[config.mk]
export PLATFORM = sky130hd
export DESIGN_NAME = load_counter
export DESIGN_NICKNAME = d
export VERILOG_FILES = /design/src/rtl/load_counter.sv
export SDC_FILE = /design/constraint.sdc
export NUM_CORES = 1
export LEC_CHECK = 0
export ABC_CLOCK_PERIOD_IN_PS = 2300
export BUFFER_PORTS_ARGS = -buffer_cell sky130_fd_sc_hd__buf_2
export CORE_ASPECT_RATIO = 1.2
export CORE_MARGIN = 2
export CORE_UTILIZATION = 53
export CTS_BUF_LIST = sky130_fd_sc_hd__clkbuf_2 sky130_fd_sc_hd__clkbuf_4 sky130_fd_sc_hd__clkbuf_8
export DETAILED_ROUTE_END_ITERATION = 7
export PLACE_DENSITY = 0.83
export SYNTH_ARGS = -nofsm -noshare
export SYNTH_HDL_FRONTEND = slang
export SYNTH_SLANG_ARGS = --single-unit
[constraint.sdc]
create_clock -name clk -period 2.3 [get_ports clk]
set_input_delay 0.345 -clock clk [delete_from_list [all_inputs] [get_ports clk]]
set_output_delay 0.345 -clock clk [all_outputs]
set_load 0.01 [all_outputs]
[src/rtl/load_counter.sv]
`default_nettype none
// ============================================================================
//  Module      : load_counter
//  Description : Loadable up/down counter with run/pause/stop control. The
//                control FSM (IDLE / RUN / PAUSED) gates stepping. A one-cycle
//                registered pulse flags every terminal-count wrap-around.
//  Revision    : 1.0  initial release
// ============================================================================
module load_counter #(
    parameter int BIT_WIDTH = 16
) (
    input  logic                 clk,
    input  logic                 reset,       // asynchronous, active-low
    input  logic [31:0]          load,
    input  logic                 load_en,
    input  logic                 upordown,
    input  logic                 start,
    input  logic                 continue_1,
    output logic [BIT_WIDTH-1:0] count,
    output logic                 pulse
);

    // Terminal values used for wrap detection in each direction.
    localparam logic [BIT_WIDTH-1:0] C_ALL_ONES = {BIT_WIDTH{1'b1}};
    localparam logic [BIT_WIDTH-1:0] C_ZERO     = {BIT_WIDTH{1'b0}};
    localparam logic [BIT_WIDTH-1:0] C_ONE      = {{(BIT_WIDTH-1){1'b0}}, 1'b1};

    typedef enum logic [1:0] {
        IDLE   = 2'd0,
        RUN    = 2'd1,
        PAUSED = 2'd2
    } state_t;

    state_t               state;
    state_t               state_next;
    logic [BIT_WIDTH-1:0] count_next;
    logic                 pulse_next;
    logic                 step;
    logic                 wrap;

    // State register; reset forces IDLE regardless of any other input.
    always_ff @(posedge clk or negedge reset) begin
        if (!reset) begin
            state <= IDLE;
        end else begin
            state <= state_next;
        end
    end

    // Next-state logic: start low always stops; otherwise continue_1 picks
    // between running and pausing from any state.
    always_comb begin
        state_next = state;
        if (!start) begin
            state_next = IDLE;
        end else begin
            case (state)
                IDLE:    state_next = continue_1 ? RUN : PAUSED;
                RUN:     state_next = continue_1 ? RUN : PAUSED;
                PAUSED:  state_next = continue_1 ? RUN : PAUSED;
                default: state_next = IDLE;
            endcase
        end
    end

    // Count datapath: a load beats a step, and stepping uses the registered
    // state, which is what gives the one-cycle latency after entering RUN.
    always_comb begin
        count_next = count;
        pulse_next = 1'b0;
        step       = 1'b0;
        wrap       = 1'b0;
        if (load_en) begin
            count_next = load[BIT_WIDTH-1:0];
        end else if (state == RUN) begin
            step = 1'b1;
            if (upordown) begin
                wrap       = (count == C_ALL_ONES);
                count_next = count + C_ONE;
            end else begin
                wrap       = (count == C_ZERO);
                count_next = count - C_ONE;
            end
            pulse_next = step & wrap;
        end
    end

    // Output registers; both outputs come straight from flops.
    always_ff @(posedge clk or negedge reset) begin
        if (!reset) begin
            count <= C_ZERO;
            pulse <= 1'b0;
        end else begin
            count <= count_next;
            pulse <= pulse_next;
        end
    end

endmodule
`default_nettype wire

* After elaboration in Yosys (flattened, before gate mapping) *
Index checks and enable logic that the tools add are counted.

storage, ports and cells
  register bits = 19
  bits of input ports = 38

operators by class
  $add $sub $neg = 2
  equality and inequality tests = 3
  muxes and demuxes = 9
  reduce and logical (&&, ||, !) cells = 4

operators with widths
  kind                   number
  $mux 16                3
  $add 16x1->16 const B  1
  $eq 16x16->1 const B   1
  $logic_not 16->1       1
  $sub 16x1->16 const B  1
  $mux 2                 3
  $mux 1                 3
  $reduce_or 3->1        1
  $eq 2x1->1 const B     1
  $eq 2x2->1 const B     1
  $logic_not 2->1        1
  $reduce_bool 2->1      1

* Depth between registers and ports, before layout *
Gate-level depths: netlist (run 1).

  word-level depth = 4
  gate-level depth with buffers = 8
  depth with buffers taken out = 8

* Worst setup path before layout (run 1) *
Ideal clock, no wire load.

  path kind = input -> register
  start point = input upordown
  end point = register count[12]
  setup time = 0.130 ns
  arrival = 1.941 ns
  data required time = 2.170 ns
  slack = 0.229 ns
  stages = 8
  buffers on the path = 0
  cell sequence = inv_1 > ha_1 > nor2b_1 > o31ai_1 > a211oi_2 > o21bai_1 > mux2i_1 > nor2_1

on the way
  cells in the longest elaborated chain, start to end = 3

RTL lines
  element               RTL line  text
  from (decl)           16        input logic upordown,
  $mux 16               77        if (upordown) begin
  $mux 16               75        end else if (state == RUN) begin
  $mux 16               73        if (load_en) begin
  to (signal assigned)  94        count <= count_next;
  to (decl)             19        output logic [BIT_WIDTH-1:0] count,

Every way passes these cells. The select of a mux whose other input is x is not followed.
A chain may end at the register's enable or synchronous reset.

* Worst setup path in the final report (run 1) *
  start point = register count[1]
  end point = register count[14]

on the way
  cells in the longest elaborated chain, start to end = 4
  elaborated cells between the ends (all ways) = 5

RTL lines
  element                                                RTL line
  $sub 16x1->16 / $add 16x1->16 (equally long branches)  82, 79
  $mux 16 (*)                                            77
  $mux 16 (*)                                            75
  $mux 16 (*)                                            73

Mark *: on every way between the ends. The rest lies on a longest branch, timed or not. The select of a mux whose other input is x is not followed.

==> results.cfg, run 1 <==
[finish]
final_nets = 306
layout_common_cells = buf_2, nand2_1, dfrtp_1
drive_gt1_share_pct = 25.8
multi_input_area_mm2 = 0.00116
stdcell_count = 288
final_common_cell = buf_2
diodes = 0
syn_to_final_growth_pct = 20.9
seq_area_um2 = 475
fill_cells = 283

[worst_setup_path]
reg2reg_to = count[14]
r2r_cells = 9
end_kind = register
cp-endpoint = count[14]
r2r_slack_ns = 0.24
critPathLaunch = count[1]
crit_fanout = 6
rr_startpoint = count[1]
critPathKind = reg -> reg
required_ns = 2.52
crit_path_start_kind = register
cp.arrival_ns = 2.29

[synth]
syn_avg_cell_area_um2 = 8.28
async_flop_share_pct = 100
synth_top_family_by_area = compound AO/OA/AOI/OAI gates
synth_xor_area_share_pct = 3.14
synth_flop_cell = dfrtp_1
synth_simple_gate_area_share_pct = 23.6
synth_top_area_share_pct = 28.4
synthesis.area_mm2 = 0.00167
synth_fp_nets = 255
netlist_instances = 202
seq_area_frac_synth_pct = 28.4
synth_area_leaders = dfrtp_1, ha_1, a21oi_1
synth.area.mux_share_pct = 3.07
synth_top_area_cell = dfrtp_1
synth_adder_area_share_pct = 11.7
ys_types = 46
synth-edff-count = 0
yosys_register_bits = 19
ys_warn_count = 0
synth_compound_area_share_pct = 27.7

[clock_network]
clockBufferDepth = 2
postCtsSetupBuffers = 0
clk_latency_ns = 0.30
cts_root_buf = clkbuf_4
path_clk_slew_ns = 0.13
clock-sinks = 19
cts_tree = done
cts_max_level = 1
cts_resized = 0
cts_inserted_buffers = 3
cts_hold_buf = 1

[min_path]
hold_depth = 2
hold_path.class = in -> reg

[power_and_ir_drop]
p_per_area_mw_per_mm2 = 569
p_leak_nw = 0.939
peakVddDrop_mv = 0.376

[sta]
max_slew_margin_pct = 58.2
drv_slew = 0
worst_slew_pin_slew_ns = 0.627
fin_tns_setup_ns = 0
finalCritPeriodShare_pct = 89.8
setup_viol = 0
rsz0062_at_grt = no
fin_skew_ns = 0.00591
hold_viol = 0
fmax_mhz = 484
fin_crit_ns = 2.06

[grt]
grt_usage_pct = 23.9
gr-total-overflow = 0
grt_pass1_vias = 1616
grt_pass1_wl_mm = 7.01
antenna_found_initial = 0
grt_max_degree = 41

[routing]
finalWirelength_mm = 4.12
wl_per_cell_um = 14.3
vias_per_cell = 5.95
drtIter0Drc = 67
dr.pass1.iters = 4
drc = 0
final_antenna_net_count = 0
vias = 1715

[floorplan]
ioPinCount = 55
fp.dieW_um = 55.3
coreArea_mm2 = 0.00303
die-area_mm2 = 0.00362
rows = 22
fp.dieH_um = 65.5
start_util_pct = 55.2

[placement]
place_congestion = 0.907
port_buffers = 38
dpl.cell_count = 283
hpwl_mm = 3.09

[status]
status = finished, final reports clean

[job]
maxCapViolations = 0
Yosys cell counts, types with 5 or more instances:
cell and n:
nor4_1 5, nor2_1 11, nand2_1 22, dfrtp_1 19, nand2b_1 5, nor3_1 8, o21ai_0 18, nor3b_1 5
a21oi_1 18, nor2b_1 5, a21o_1 5, ha_1 14
critical path: stages, from the launching register on:
cell and delay [ns]:
dfrtp_1 0.45, inv_1 0.08, fa_1 0.38, nor2b_1 0.17, o31ai_1 0.08, buf_4 0.14
a211oi_2 0.25, o21ai_1 0.15, mux2i_1 0.14, nor3_1 0.15
cell type report:
class | instances | share of cell area [%]
clock buffers | 3 | 1.11
clock inverters | 1 | 0.248
inverters | 3 | 0.557
multi-input cells | 173 | 57.2
flip-flops and latches | 19 | 23.5
well taps | 36 | 2.23
repair buffers | 53 | 15.1
through the flow:
step	power (mW)	hold WS [ns]	utilization (%)	worst slack (ns)	cell area, um^2
floorplan	0.790	0.0494	-	0.229	1670
global placement	0.956	0.312	65.5	0.0824	1980
detailed placement	0.972	0.317	65.5	0.0671	1980
CTS	1.15	0.177	66.8	0.215	2020
global route	1.24	0.166	66.8	0.0171	2020
finish	1.15	0.183	66.8	0.236	2020
logic make-up (layout without fill, tap and decap cells):
group | after synthesis | after routing
and+or+nand+nor | 77 | 77
AOI/OAI and AO/OA | 70 | 70
DFF | 19 | 19
muxes | 5 | 5
xor gates and xnor gates | 6 | 6
adders and majority gates | 15 | 15
buffers and inverters | 10 | 60
worst min path at each step:
stage                    end  slack (ns)        from
floorplan           count[0]        0.05       reset
detailed placement  count[5]        0.32       reset
finish              state[1]        0.18  continue_1
global route        state[1]        0.17  continue_1
CTS                 state[1]        0.18  continue_1
global placement    count[5]        0.31       reset
power by group:
group | internal [mW] | leakage [nW] | switching [mW] | total (mW)
sequential | 0.372 | 0.231 | 0.0542 | 0.426
clock | 0.0646 | 0.0177 | 0.114 | 0.179
combinational | 0.255 | 0.690 | 0.291 | 0.546
total | 0.692 | 0.939 | 0.460 | 1.15
routing by layer:
layer	wire length, um	vias to the layer above	GRT usage [%]	part of all wire (%)
li1	-	861	-	-
met1	1840	818	30.6	45
met2	2060	32	42.3	50
met3	154	4	2.56	3.7
met4	57	0	7.62	1.4
met5	0	-	0	0
flip-flops by register name (all words and copies together) (netlist names):
| name | count |
|---|---|
| count | 16 |
| state | 2 |
| pulse | 1 |
(Power assumes the default switching activity.)
==> run 2: changes to the inputs <==
--- a/config.mk
+++ b/config.mk
@@ -10,7 +10,7 @@
 export CORE_ASPECT_RATIO = 1.2
 export CORE_MARGIN = 2
 export CORE_UTILIZATION = 53
-export CTS_BUF_LIST = sky130_fd_sc_hd__clkbuf_2 sky130_fd_sc_hd__clkbuf_4 sky130_fd_sc_hd__clkbuf_8
+export CTS_BUF_LIST = sky130_fd_sc_hd__clkbuf_8
 export DETAILED_ROUTE_END_ITERATION = 7
 export PLACE_DENSITY = 0.83
 export SYNTH_ARGS = -nofsm -noshare
==> run 2 against run 1 <==
Net effect: die area is the same; combinational power is essentially flat; first-iteration DRC count grew 57%; final area grew 0.43%; critical path type unchanged; largest cell class unchanged; highest routed layer unchanged.
==> results.cfg, run 2 (same netlist as run 1, synthesis figures left out) <==
[clock_network]
cts_max_level = 1
clock-sinks = 19
clk_latency_ns = 0.26
clockBufferDepth = 2
cts_inserted_buffers = 3
postCtsSetupBuffers = 0
cts_hold_buf = 0
path_clk_slew_ns = 0.08
cts_root_buf = clkbuf_8
cts_tree = done
cts_resized = 0

[grt]
grt_pass1_wl_mm = 6.96
grt_max_degree = 41
grt_pass1_vias = 1626
grt_usage_pct = 23.6
antenna_found_initial = 0
gr-total-overflow = 0

[sta]
hold_viol = 0
max_slew_margin_pct = 58.9
setup_viol = 0
worst_slew_pin_slew_ns = 0.617
fmax_mhz = 481
rsz0062_at_grt = no
fin_tns_setup_ns = 0
fin_crit_ns = 2.08
fin_skew_ns = 0.00413
finalCritPeriodShare_pct = 90.4
drv_slew = 0

[routing]
wl_met1_mm = 1.79
vias_per_cell = 5.95
top_layer = met4
wl_per_cell_um = 14.2
vias = 1709
dr.pass1.iters = 4
drc = 0
route.met3.wl_um = 162
final_antenna_net_count = 0
drtIter0Drc = 105
finalWirelength_mm = 4.08
met2WireLength_mm = 2.07

[finish]
largest_register = count
drive_gt1_share_pct = 25.9
final_util_pct = 67.1
syn_to_final_growth_pct = 21.4
diodes = 0
final_nets = 305
largest_reg_flops = 16
fill_cells = 286
layout_common_cells = buf_2, nand2_1, dfrtp_1
final_common_cell = buf_2
reg_top3 = count: 16 flops, state: 2 flops, pulse: 1 flops
stdcell_count = 287

[floorplan]
rows = 22
die-area_mm2 = 0.00362
fp.dieW_um = 55.3
fp.dieH_um = 65.5
start_util_pct = 55.2
coreArea_mm2 = 0.00303
ioPinCount = 55

[placement]
hpwl_mm = 3.09
dpl.cell_count = 283
port_buffers = 38
place_congestion = 0.907

[worst_setup_path]
critPathKind = reg -> reg
end_kind = register
crit_path_start_kind = register
critPathMaxStageDelay_ns = 0.44
cp_slowest_cell = dfrtp_1
crit_chain = inv_1, fa_1, nor2b_1, o31ai_1, buf_4, a211oi_2, o21ai_1, mux2i_1, nor3_1
cp.arrival_ns = 2.25
path_buf_inv = 2
path_delay_family = compound AO/OA/AOI/OAI gates
crit_fanout = 6
required_ns = 2.47

[power_and_ir_drop]
p_per_area_mw_per_mm2 = 597
peakVddDrop_mv = 0.381
p_leak_nw = 0.942

[job]
maxCapViolations = 0

[status]
status = finished, final reports clean

[min_path]
hold_path.class = in -> async
[run 2: worst paths after layout]
path | from | end | slack (ns) | depth (start not counted)
max reg2reg | count[1] | count[14] | 0.22 | 9
min | reset | count[3] | 0.02 | 1
min in group clk | continue_1 | state[1] | 0.23 | 2
max | count[1] | count[14] | 0.22 | 9
max in group asynchronous | reset | count[1] | 1.97 | 1
min reg2reg | state[1] | state[1] | 0.56 | 3
[run 2: report_power, final]
group	internal (mW)	switching, mW
Clock	0.120	0.123
Combinational	0.254	0.290
Sequential	0.372	0.0542
Total	0.747	0.466
[run 2: stage by stage]
step           instance area [um^2]  hold WS, ns  setup WS, ns  power (mW)
2_1_floorplan                  1670       0.0494         0.229       0.790
3_3_place_gp                   1980        0.312        0.0824       0.956
3_5_place_dp                   1980        0.317        0.0671       0.972
4_1_cts                        2030       0.0409         0.216        1.21
5_1_grt                        2030       0.0545        0.0170        1.30
6_report                       2030       0.0219         0.220        1.21
[run 2: layer usage]
metal / vias to the layer above / global-route usage [%]
li1: 857 / -
met2: 36 / 43.3
met1: 812 / 28.9
met4: 0 / 8.54
met5: - / 0
met3: 4 / 1.97
[run 2: layout make-up]
| type | instances | area (um^2) | area share, % |
|---|---|---|---|
| Multi-Input combinational cell | 173 | 1160 | 57.0 |
| Sequential cell | 19 | 475 | 23.4 |
| Timing Repair Buffer | 52 | 295 | 14.5 |
| Tap cell | 36 | 45.0 | 2.22 |
| Clock buffer | 3 | 41.3 | 2.03 |
| Inverter | 3 | 11.3 | 0.555 |
| Clock inverter | 1 | 5.00 | 0.246 |
